===== config.mk =====
export PLATFORM = sky130hd
export DESIGN_NAME = if_stage
export DESIGN_NICKNAME = d
export VERILOG_FILES = /design/src/rtl/if_stage.sv
export SDC_FILE = /design/constraint.sdc
export NUM_CORES = 1
export LEC_CHECK = 0
export ABC_AREA = 1
export ABC_CLOCK_PERIOD_IN_PS = 3300
export BUFFER_PORTS_ARGS = -buffer_cell sky130_fd_sc_hd__buf_2
export CAP_MARGIN = 10
export CELL_PAD_IN_SITES_DETAIL_PLACEMENT = 0
export CELL_PAD_IN_SITES_GLOBAL_PLACEMENT = 2
export CORE_MARGIN = 5
export CORE_UTILIZATION = 26
export DETAILED_ROUTE_END_ITERATION = 8
export GPL_TIMING_DRIVEN = 0
export PLACE_DENSITY = 0.87
export SYNTH_ARGS = -nofsm -noshare
export SYNTH_HDL_FRONTEND = slang
export SYNTH_SLANG_ARGS = --single-unit

===== constraint.sdc =====
create_clock -name clk -period 3.3 [get_ports clk]
set_input_delay 0 -clock clk [delete_from_list [all_inputs] [get_ports clk]]
set_output_delay 0 -clock clk [all_outputs]
set_load 0.02 [all_outputs]

===== src/rtl/if_stage.sv =====
`default_nettype none
// ============================================================================
// Module      : if_stage
// Description : MIPS instruction-fetch stage: PC register, ROM request and the
//               IF/ID pipeline register (stall, delay-slot branch, flush).
// Revision    : 1.0 - initial release
// ============================================================================
module if_stage #(
    parameter int                ADDR_W   = 32,
    parameter int                INST_W   = 32,
    parameter logic [ADDR_W-1:0] RESET_PC = '0
) (
    input  logic              clk,
    input  logic              rst,
    input  logic              stall,
    input  logic              flush,
    input  logic [ADDR_W-1:0] flush_pc,
    input  logic              branch_taken,
    input  logic [ADDR_W-1:0] branch_target,
    output logic              rom_ce,
    output logic [ADDR_W-1:0] rom_addr,
    input  logic [INST_W-1:0] rom_inst,
    output logic [ADDR_W-1:0] id_pc,
    output logic [INST_W-1:0] id_inst,
    output logic              id_valid
);

    localparam logic [ADDR_W-1:0] c_PC_STEP = ADDR_W'(4);

    logic              r_rom_ce;
    logic [ADDR_W-1:0] r_pc;
    logic [ADDR_W-1:0] r_id_pc;
    logic [INST_W-1:0] r_id_inst;
    logic              r_id_valid;

    logic [ADDR_W-1:0] w_flush_pc;
    logic [ADDR_W-1:0] w_branch_pc;
    logic [ADDR_W-1:0] w_seq_pc;

    // Redirect targets are word-aligned by dropping the byte-offset bits.
    assign w_flush_pc  = {flush_pc[ADDR_W-1:2], 2'b00};
    assign w_branch_pc = {branch_target[ADDR_W-1:2], 2'b00};
    assign w_seq_pc    = r_pc + c_PC_STEP;

    always_ff @(posedge clk) begin
        if (rst) begin
            r_rom_ce   <= 1'b0;
            r_pc       <= RESET_PC;
            r_id_pc    <= '0;
            r_id_inst  <= '0;
            r_id_valid <= 1'b0;
        end else if (!r_rom_ce) begin
            // First cycle out of reset only enables the ROM; fetch starts next.
            r_rom_ce <= 1'b1;
        end else if (flush) begin
            r_pc       <= w_flush_pc;
            r_id_pc    <= '0;
            r_id_inst  <= '0;
            r_id_valid <= 1'b0;
        end else if (!stall) begin
            r_pc       <= branch_taken ? w_branch_pc : w_seq_pc;
            r_id_pc    <= r_pc;
            r_id_inst  <= rom_inst;
            r_id_valid <= 1'b1;
        end
    end

    assign rom_ce   = r_rom_ce;
    assign rom_addr = r_pc;
    assign id_pc    = r_id_pc;
    assign id_inst  = r_id_inst;
    assign id_valid = r_id_valid;

endmodule
`default_nettype wire


; Word level (Yosys, flattened, before mapping)
; Index checks and enable logic that the tools add are counted.
[classes]
eq_ne = 1
muxes = 10
add_sub_neg = 1
n_reduce_logical = 1
[ops]
columns = cell, count
row1 = 2-to-1 mux 32 bit, 7
row2 = adder 32 x 3 -> 32 bit (second input constant), 1
row3 = 2-to-1 mux 1 bit, 3
row4 = inequality test 2 x 1 -> 1 bit (second input constant), 1
row5 = AND reduction 2 bit, 1
[totals]
wordCells = 18
out_inout_bits = 98
register_bits = 98

; Depth between registers and ports, before layout
; Gate-level depths: netlist of run 1.
[depth]
word_depth = 4
mapped_depth = 10

; Worst setup path before layout of run 1
; OpenSTA, ideal clock, no wires.
[synth_path]
path_kind = register -> register
startpoint = register r_pc[2] (netlist: rom_addr[2])
endpoint = register r_pc[18] (netlist: rom_addr[18])
synth_period_minus_slack_ns = 1.582
path_stages_with_launch = 9
required_time_ns = 3.172
arrival_time_ns = 1.454
setup_slack_ns = 1.718
setup_time_ns = 0.128
path_cell_list = dfxtp_1 ha_1 nand2_2 nor2_4 nand2_2 o21ai_0 nand3_1 a21oi_1 nor2_1
[synth_between]
elab_chain_cells = 4
[synth_lines]
columns = element, line_no
row1 = start: declaration, 31  ; logic [ADDR_W-1:0] r_pc;
row2 = start signal: assignment, 56  ; r_pc <= w_flush_pc;
row3 = start signal: assignment, 61  ; r_pc <= branch_taken ? w_branch_pc : w_seq_pc;
row4 = adder 32 x 3 -> 32 bit, 43  ; assign w_seq_pc = r_pc + c_PC_STEP;
row5 = 2-to-1 mux 32 bit, 61
row6 = 2-to-1 mux 32 bit, 60  ; end else if (!stall) begin
row7 = 2-to-1 mux 32 bit, 55  ; end else if (flush) begin
; No other way between the ends. The select of a mux whose other input is x is not followed.
; A chain may end at the register's enable or synchronous reset.

; Final worst setup path of run 1
; Same ends and word-level chain as after synthesis.

==> results of run 1 <==
-- timing repair --
action / CTS / global route
setup buffers: 0 / 0
hold buffers: 63 / 0
hold endpoints to repair: 60 / 0
-- Yosys cell counts (2+ instances only) --
master	n
nand3_1	99
dfxtp_1	95
clkinv_1	2
clkbuf_1	23
buf_2	19
nand2_1	163
nand2_2	7
xnor2_1	6
o21ai_0	45
buf_4	8
inv_1	35
a21oi_1	118
o211ai_1	4
nand4_1	3
nor2_1	87
nor2_4	4
nor2_2	6
-- metrics by stage --
step / std cells / instance area (um2) / setup WS, ns
global placement: 1159 / 6090 / 1.54
floorplan: 735 / 4850 / 1.72
global route: 1237 / 7010 / 0.813
CTS: 1237 / 7010 / 1.03
finish: 1237 / 7010 / 0.968
detailed placement: 1159 / 6090 / 1.57
-- where the power goes --
| part | leakage [nW] | switching (mW) | total (mW) | internal, mW |
|---|---|---|---|---|
| clock network | 0.138 | 0.480 | 1.03 | 0.551 |
| registers | 0.777 | 0.0833 | 1.29 | 1.21 |
| logic | 2.13 | 0.353 | 0.586 | 0.233 |
| total | 3.04 | 0.916 | 2.91 | 1.99 |
-- critical path, delay by kind of cell, from the launching register on --
| family | cells | cell delay [ns] |
|---|---|---|
| DFF | 1 | 0.50 |
| and+or+nand+nor | 5 | 0.57 |
| AOI/OAI and AO/OA | 2 | 0.33 |
| adders and majority gates | 1 | 0.26 |
| buffers and inverters | 1 | 0.56 |
-- metal layers --
layer	vias to the layer above	routed length, um	track usage (%)
li1	2952	-	-
met1	2626	9560	24.8
met2	159	9280	30.4
met3	35	1180	5.34
met4	4	411	5.32
met5	-	14	0
-- cell type report --
type | count | area, um2
inverters | 38 | 143
well taps | 234 | 293
clock buffers | 11 | 253
flip-flops and latches | 95 | 1900
clock inverters | 4 | 30.0
plain buffers | 51 | 245
fillers | 2053 | 11500
repair buffers | 253 | 1580
multi-input cells | 551 | 2560
-- flip-flops by register name (all words and copies together), names as in the netlist --
register / flops
rom_ce: 1
id_valid: 1
rom_addr: 30
id_inst: 32
id_pc: 31
-- cells by family after synthesis --
| family | after synthesis | synth area share (%) |
|---|---|---|
| DFF | 95 | 39.2 |
| and+or+nand+nor | 374 | 33.7 |
| other | 1 | 0.0774 |
| xor gates and xnor gates | 7 | 1.26 |
| buffers and inverters | 89 | 8.00 |
| AOI/OAI and AO/OA | 167 | 17.4 |
| adders and majority gates | 1 | 0.258 |
-- worst paths after layout --
check                        start            to  slack (ns)  depth (start not counted)
setup reg to reg       rom_addr[2]  rom_addr[18]        0.97                          9
hold / removal    branch_target[9]   rom_addr[9]        0.02                          5
hold reg to reg        id_inst[29]   id_inst[29]        0.46                          2
setup / recovery       rom_addr[2]  rom_addr[18]        0.97                          9
==> metrics.md, run 1 <==
| Metric | Value |
|---|---|
| CP Data Required Time | `3.54 ns` |
| CP most frequent cell | `nand2_2` |
| Hold Fails Final Rpt | `0` |
| Number of max-cap violations | `0` |
| CORE AREA | `18,500 um2` |
| Layout cell share with drive strength beyond 1 | `25.3%` |
| Leak pwr | `3.04 nW` |
| DP HPWL | `15,400 um` |
| Fmax | `429 MHz` |
| Htree depth | `3` |
| Worst hold-check path type | `primary input to flip-flop` |
| Slew Limit Headroom | `51.7%` |
| Crit end category | `flip-flop` |
| Nets | `1,101` |
| Final ANT Viol Nets | `0` |
| Least-Margin Pin Slew | `0.724 ns` |
| CP Data Arrival Time | `2.57 ns` |
| Die X | `147 um` |
| CTS Buffer Depth | `2` |
| CP Class | `flip-flop to flip-flop` |
| CP Max Fanout | `7` |
| Ys flop type | `dfxtp_1` |
| Vias in the first global route | `5,789` |
| Initial antenna violation count | `2` |
| Most frequent cells in the layout | `209 x buf_2, 163 x nand2_1, 118 x a21oi_1` |
| CP Launch Type | `flip-flop` |
| Global-route usage over all layers | `18.9%` |
| FP Rows | `50` |
| Maximum number of pins on one net before global-route repair | `16` |
| First-pass GRT wire length | `32,000 um` |
| Vias | `5,776` |
| CTS sink cnt | `95` |
| Pwr dens | `415 nW/um2` |
| Drt wl/cell | `16.5 um` |
| Die height | `147 um` |
| Overflow after GRT | `0` |
| Final slew viol count | `0` |
| # resized after CTS | `0` |
| Mapped Avg Cell Area | `6.60 um2` |
| Sequential area share after synthesis | `39.2%` |
| IO buf count | `190` |
| Final period utilization | `70.7%` |
| EDFF count, synth | `0` |
| Clk Latency, worst-skew pair | `0.36 ns` |
| Die ar. | `21,500 um2` |
| Mapped cell area | `4850 um2` |
| CP max stage delay | `0.56 ns` |
| Area contributors post-synth | `dfxtp_1 39%, nand2_1 13%, a21oi_1 12%` |
| Commonest non-fill, non-tap cell in the layout | `buf_2` |
| Async set-or-reset flop fraction in the synthesized netlist | `0%` |
| TritonCTS clock tree | `built` |
| Initial DRC count | `301` |
| Mapped Cells | `734` |
| CP Cell Sequence | `ha_1 > nand2_2 > nor2_4 > nand2_2 > o21ai_0 > nand3_1 > a21oi_1 > dlygate4sd3_1 > nor2_1` |
| Area Growth Syn to Fin | `44.6%` |
| DRT Pass-1 Iters | `4` |
| N_diodes | `0` |
| Fin util | `37.8%` |
| RePlAce Congestion | `0.851` |
| VDD IR max | `248 uV` |
| Finish-stage setup viols | `0` |
| Synth warn | `0` |
| TritonCTS buffer count | `9` |
| RSZ-0062 raised after global routing | `false` |
| Max Clock Skew | `0.0128 ns` |
| Initial Util | `26.2%` |
| Routed vias/inst | `4.67` |
| Power Total | `2.91 mW` |
| Clock slew at reported path FFs | `0.07 ns` |
| Setup TNS | `0 ns` |
| DRC viols | `0` |
| Synth cell types | `27` |
| Post-Route WL | `20,500 um` |
| Post-layout min period | `2.33 ns` |
| Total I/O pin count | `199` |
| Post-synth top area cell | `dfxtp_1` |
| Status | `finished, final reports clean` |
| Hold slack final | `0.0195 ns` |
| Top cell type's share of synthesized area | `39.2%` |
| Seq cells post-synth | `95` |
| Worst-path cell with the longest stage delay | `dlygate4sd3_1` |
| Root Driver | `clkbuf_16` |
No activity file was read; power rests on OpenSTA's default activity.
==> inputs of run 2 (changes only) <==
- ABC_AREA: 1 -> 0
- ABC_CLOCK_PERIOD_IN_PS: 3300 -> 2200
- PLACE_DENSITY: 0.87 -> 0.82
- clock period: 3.3 -> 2.2 ns (I/O delays scaled with it)
==> metrics.md, run 2 <==
| Metric | Value |
|---|---|
| Status | `finished, final reports clean` |
| CORE AREA | `17,200 um2` |
| CTS sink cnt | `95` |
| RR Endpoint | `rom_addr[24]` |
| Die X | `142 um` |
| Most common cell in the netlist | `dfxtp_1` |
| First-pass GRT wire length | `29,600 um` |
| Post-synth top area cell | `dfxtp_1` |
| Vias | `5,278` |
| Area contributors post-synth | `dfxtp_1 42%, a22oi_1 11%, nor2_1 6.3%` |
| VDD IR max | `361 uV` |
| Post-synth top cells | `95 x dfxtp_1, 76 x nor2_1, 66 x a22oi_1` |
| Worst-path cell with the longest stage delay | `dfxtp_2` |
| CP Cell Sequence | `ha_1 > nand4_2 > or3_1 > buf_2 > nor3_2 > mux2i_1 > o22ai_1` |
| Die ar. | `20,200 um2` |
| Seq cells post-synth | `95` |
| CP Launch Type | `flip-flop` |
| DP Area | `5790 um2` |
| Overflow after GRT | `0` |
| Layout cell share with drive strength beyond 1 | `30.1%` |
| Most frequent cells in the layout | `199 x buf_2, 93 x dfxtp_1, 76 x nor2_1` |
| Clk Latency, worst-skew pair | `0.36 ns` |
| Die height | `142 um` |
| Pre-CTS setup slack | `0.00274 ns` |
| CP Class | `flip-flop to flip-flop` |
| Sequential area share after synthesis | `41.8%` |
| DRT Pass-1 Iters | `5` |
| Async set-or-reset flop fraction in the synthesized netlist | `0%` |
| Comb power frac | `16.4%` |
| Fmax | `498 MHz` |
| Mapped cell area | `4550 um2` |
| Switching share of total power | `28.4%` |
| Finish-stage setup viols | `0` |
| Switch Pwr | `1.23 mW` |
| DP HPWL | `14,300 um` |
| Initial DRC count | `286` |
| Int Pwr | `3.10 mW` |
| TritonCTS buffer count | `9` |
| Final period utilization | `91.3%` |
| Htree depth | `3` |
| CP max stage delay | `0.40 ns` |
| CP Data Required Time | `2.41 ns` |
| Worst Reg-to-Reg Cells | `7` |
| Pwr dens | `658 nW/um2` |
| Max Clock Skew | `0.00740 ns` |
| R2R setup slack | `0.19 ns` |
| Synth warn | `0` |
| Seq pwr share | `43.2%` |
| Area Growth Syn to Fin | `44.9%` |
| Mapped Cells | `536` |
| RSZ-0062 raised after global routing | `false` |
| Root Driver | `clkbuf_16` |
| Final ANT Viol Nets | `0` |
| CP Data Arrival Time | `2.22 ns` |
| Nets | `888` |
| CTS Buffer Depth | `2` |
| Crit end category | `flip-flop` |
| Buffer count from post-CTS setup fixing | `0` |
| Global-route usage over all layers | `18.9%` |
| Worst hold-check path type | `primary input to flip-flop` |
| CP startpoint | `rom_addr[2]` |
| Initial antenna violation count | `7` |
| Commonest non-fill, non-tap cell in the layout | `buf_2` |
| Initial Util | `26.4%` |
| Final slew viol count | `0` |
| Final setup margin | `0.191 ns` |
| Slew Limit Headroom | `40.4%` |
| Reg-to-reg startpoint | `rom_addr[2]` |
| Number of flip-flops in the largest register | `32` |
| IO buf count | `192` |
| DRC viols | `0` |
| TritonCTS clock tree | `built` |
| Routed vias/inst | `5.19` |
| Setup TNS | `0 ns` |
| Clock share of power | `40.4%` |
| Least-Margin Pin Slew | `0.891 ns` |
| Hold Fails Final Rpt | `0` |
| Post-layout min period | `2.01 ns` |
| Leak pwr | `2.88 nW` |
| Ys flop type | `dfxtp_1` |
| Top cell type's share of synthesized area | `41.8%` |
| Vias in the first global route | `5,219` |
| Worst setup path endpoint | `rom_addr[24]` |
| Total I/O pin count | `199` |
| Number of max-cap violations | `0` |
| Maximum number of pins on one net before global-route repair | `16` |
| EDFF count, synth | `0` |
| RePlAce Congestion | `0.904` |
| Post-Route WL | `19,600 um` |
| Synth cell types | `67` |
| Drt wl/cell | `19.3 um` |
| Post-route cell area | `6590 um2` |
| FP Rows | `48` |
| Mapped Avg Cell Area | `8.48 um2` |
| Clock slew at reported path FFs | `0.07 ns` |
| CP Max Fanout | `7` |
## run 2: changes by cell type after synthesis, moves of 11 or more
cell,delta
a21oi_1,-80
nor2_1,-11
inv_1,-28
nand2_1,-127
clkbuf_1,+11
nand3_1,-88
a22oi_1,+66
o21ai_0,-21
buf_2,-12
## run 2: logic make-up (layout without fill, tap and decap cells)
| group | count (synthesis) | after routing | share of synthesized area [%] |
|---|---|---|---|
| compound gates | 180 | 180 | 27.1 |
| xor+xnor | 9 | 9 | 1.73 |
| fa+ha+maj | 1 | 1 | 0.275 |
| buf+inv | 58 | 312 | 5.39 |
| flops | 95 | 95 | 41.8 |
| mux | 7 | 7 | 1.57 |
| other cells | 1 | 3 | 0.0825 |
| simple gates | 185 | 185 | 22.0 |
## run 2: metal layers
metal,up-vias,global-route usage (%),routed length [um]
li1,2476,-,-
met1,2495,23.9,8230
met2,250,30.9,9190
met3,45,5.61,1660
met4,12,6.62,487
met5,-,0,72
## run 2: area by class of cell
| class | count | area (um2) |
|---|---|---|
| sequential | 95 | 1900 |
| timing repair buffer | 238 | 1420 |
| clock buffer | 11 | 243 |
| buffer | 50 | 216 |
| clock inverter | 5 | 81.3 |
| multi-input combinational | 384 | 2410 |
| fill | 1794 | 10600 |
| antenna | 1 | 2.50 |
| tap | 225 | 282 |
| inverter | 8 | 30.0 |
## run 2: repair_timing
action	CTS	global route
hold buffers	46	0
resized for setup	1	4
endpoints found under the hold margin	44	0
setup endpoints to repair	1	42
## run 2: worst min-delay path by stage
stage | startpoint | to | slack, ns | cells after the start
2_1_floorplan | flush_pc[7] | rom_addr[7] | 0.16 | 2
3_3_place_gp | rom_inst[12] | id_inst[12] | 0.25 | 3
3_5_place_dp | rom_inst[6] | id_inst[6] | 0.26 | 3
4_1_cts | branch_target[28] | rom_addr[28] | 0.009 | 3
5_1_grt | branch_target[13] | rom_addr[13] | 0.05 | 3
6_report | branch_target[28] | rom_addr[28] | 0.03 | 3
## run 2: metrics by stage
stage,std cells,util (%),hold WS [ns],power [mW]
3_3_place_gp,954,33.6,0.247,2.55
3_5_place_dp,954,33.6,0.257,2.56
5_1_grt,1017,38.2,0.0532,4.52
2_1_floorplan,537,-,0.160,2.25
6_report,1017,38.2,0.0280,4.33
4_1_cts,1016,38.2,0.00908,4.37
## run 2: power by group through the flow
| stage | Clock [mW] | Combinational [mW] | Sequential (mW) |
|---|---|---|---|
| after floorplan | 0 | 0.292 | 1.96 |
| after global placement | 0 | 0.638 | 1.91 |
| after detailed placement | 0 | 0.646 | 1.91 |
| after CTS | 1.79 | 0.710 | 1.87 |
| after global routing | 1.86 | 0.774 | 1.88 |
| final | 1.75 | 0.709 | 1.87 |
## run 2: critical path: cells and delay by family (launching register included)
family | cells | cell delay (ns)
and+or+nand+nor | 3 | 0.77
DFF | 1 | 0.40
adders and majority gates | 1 | 0.24
muxes | 1 | 0.20
buffers and inverters | 1 | 0.17
AOI/OAI and AO/OA | 1 | 0.08
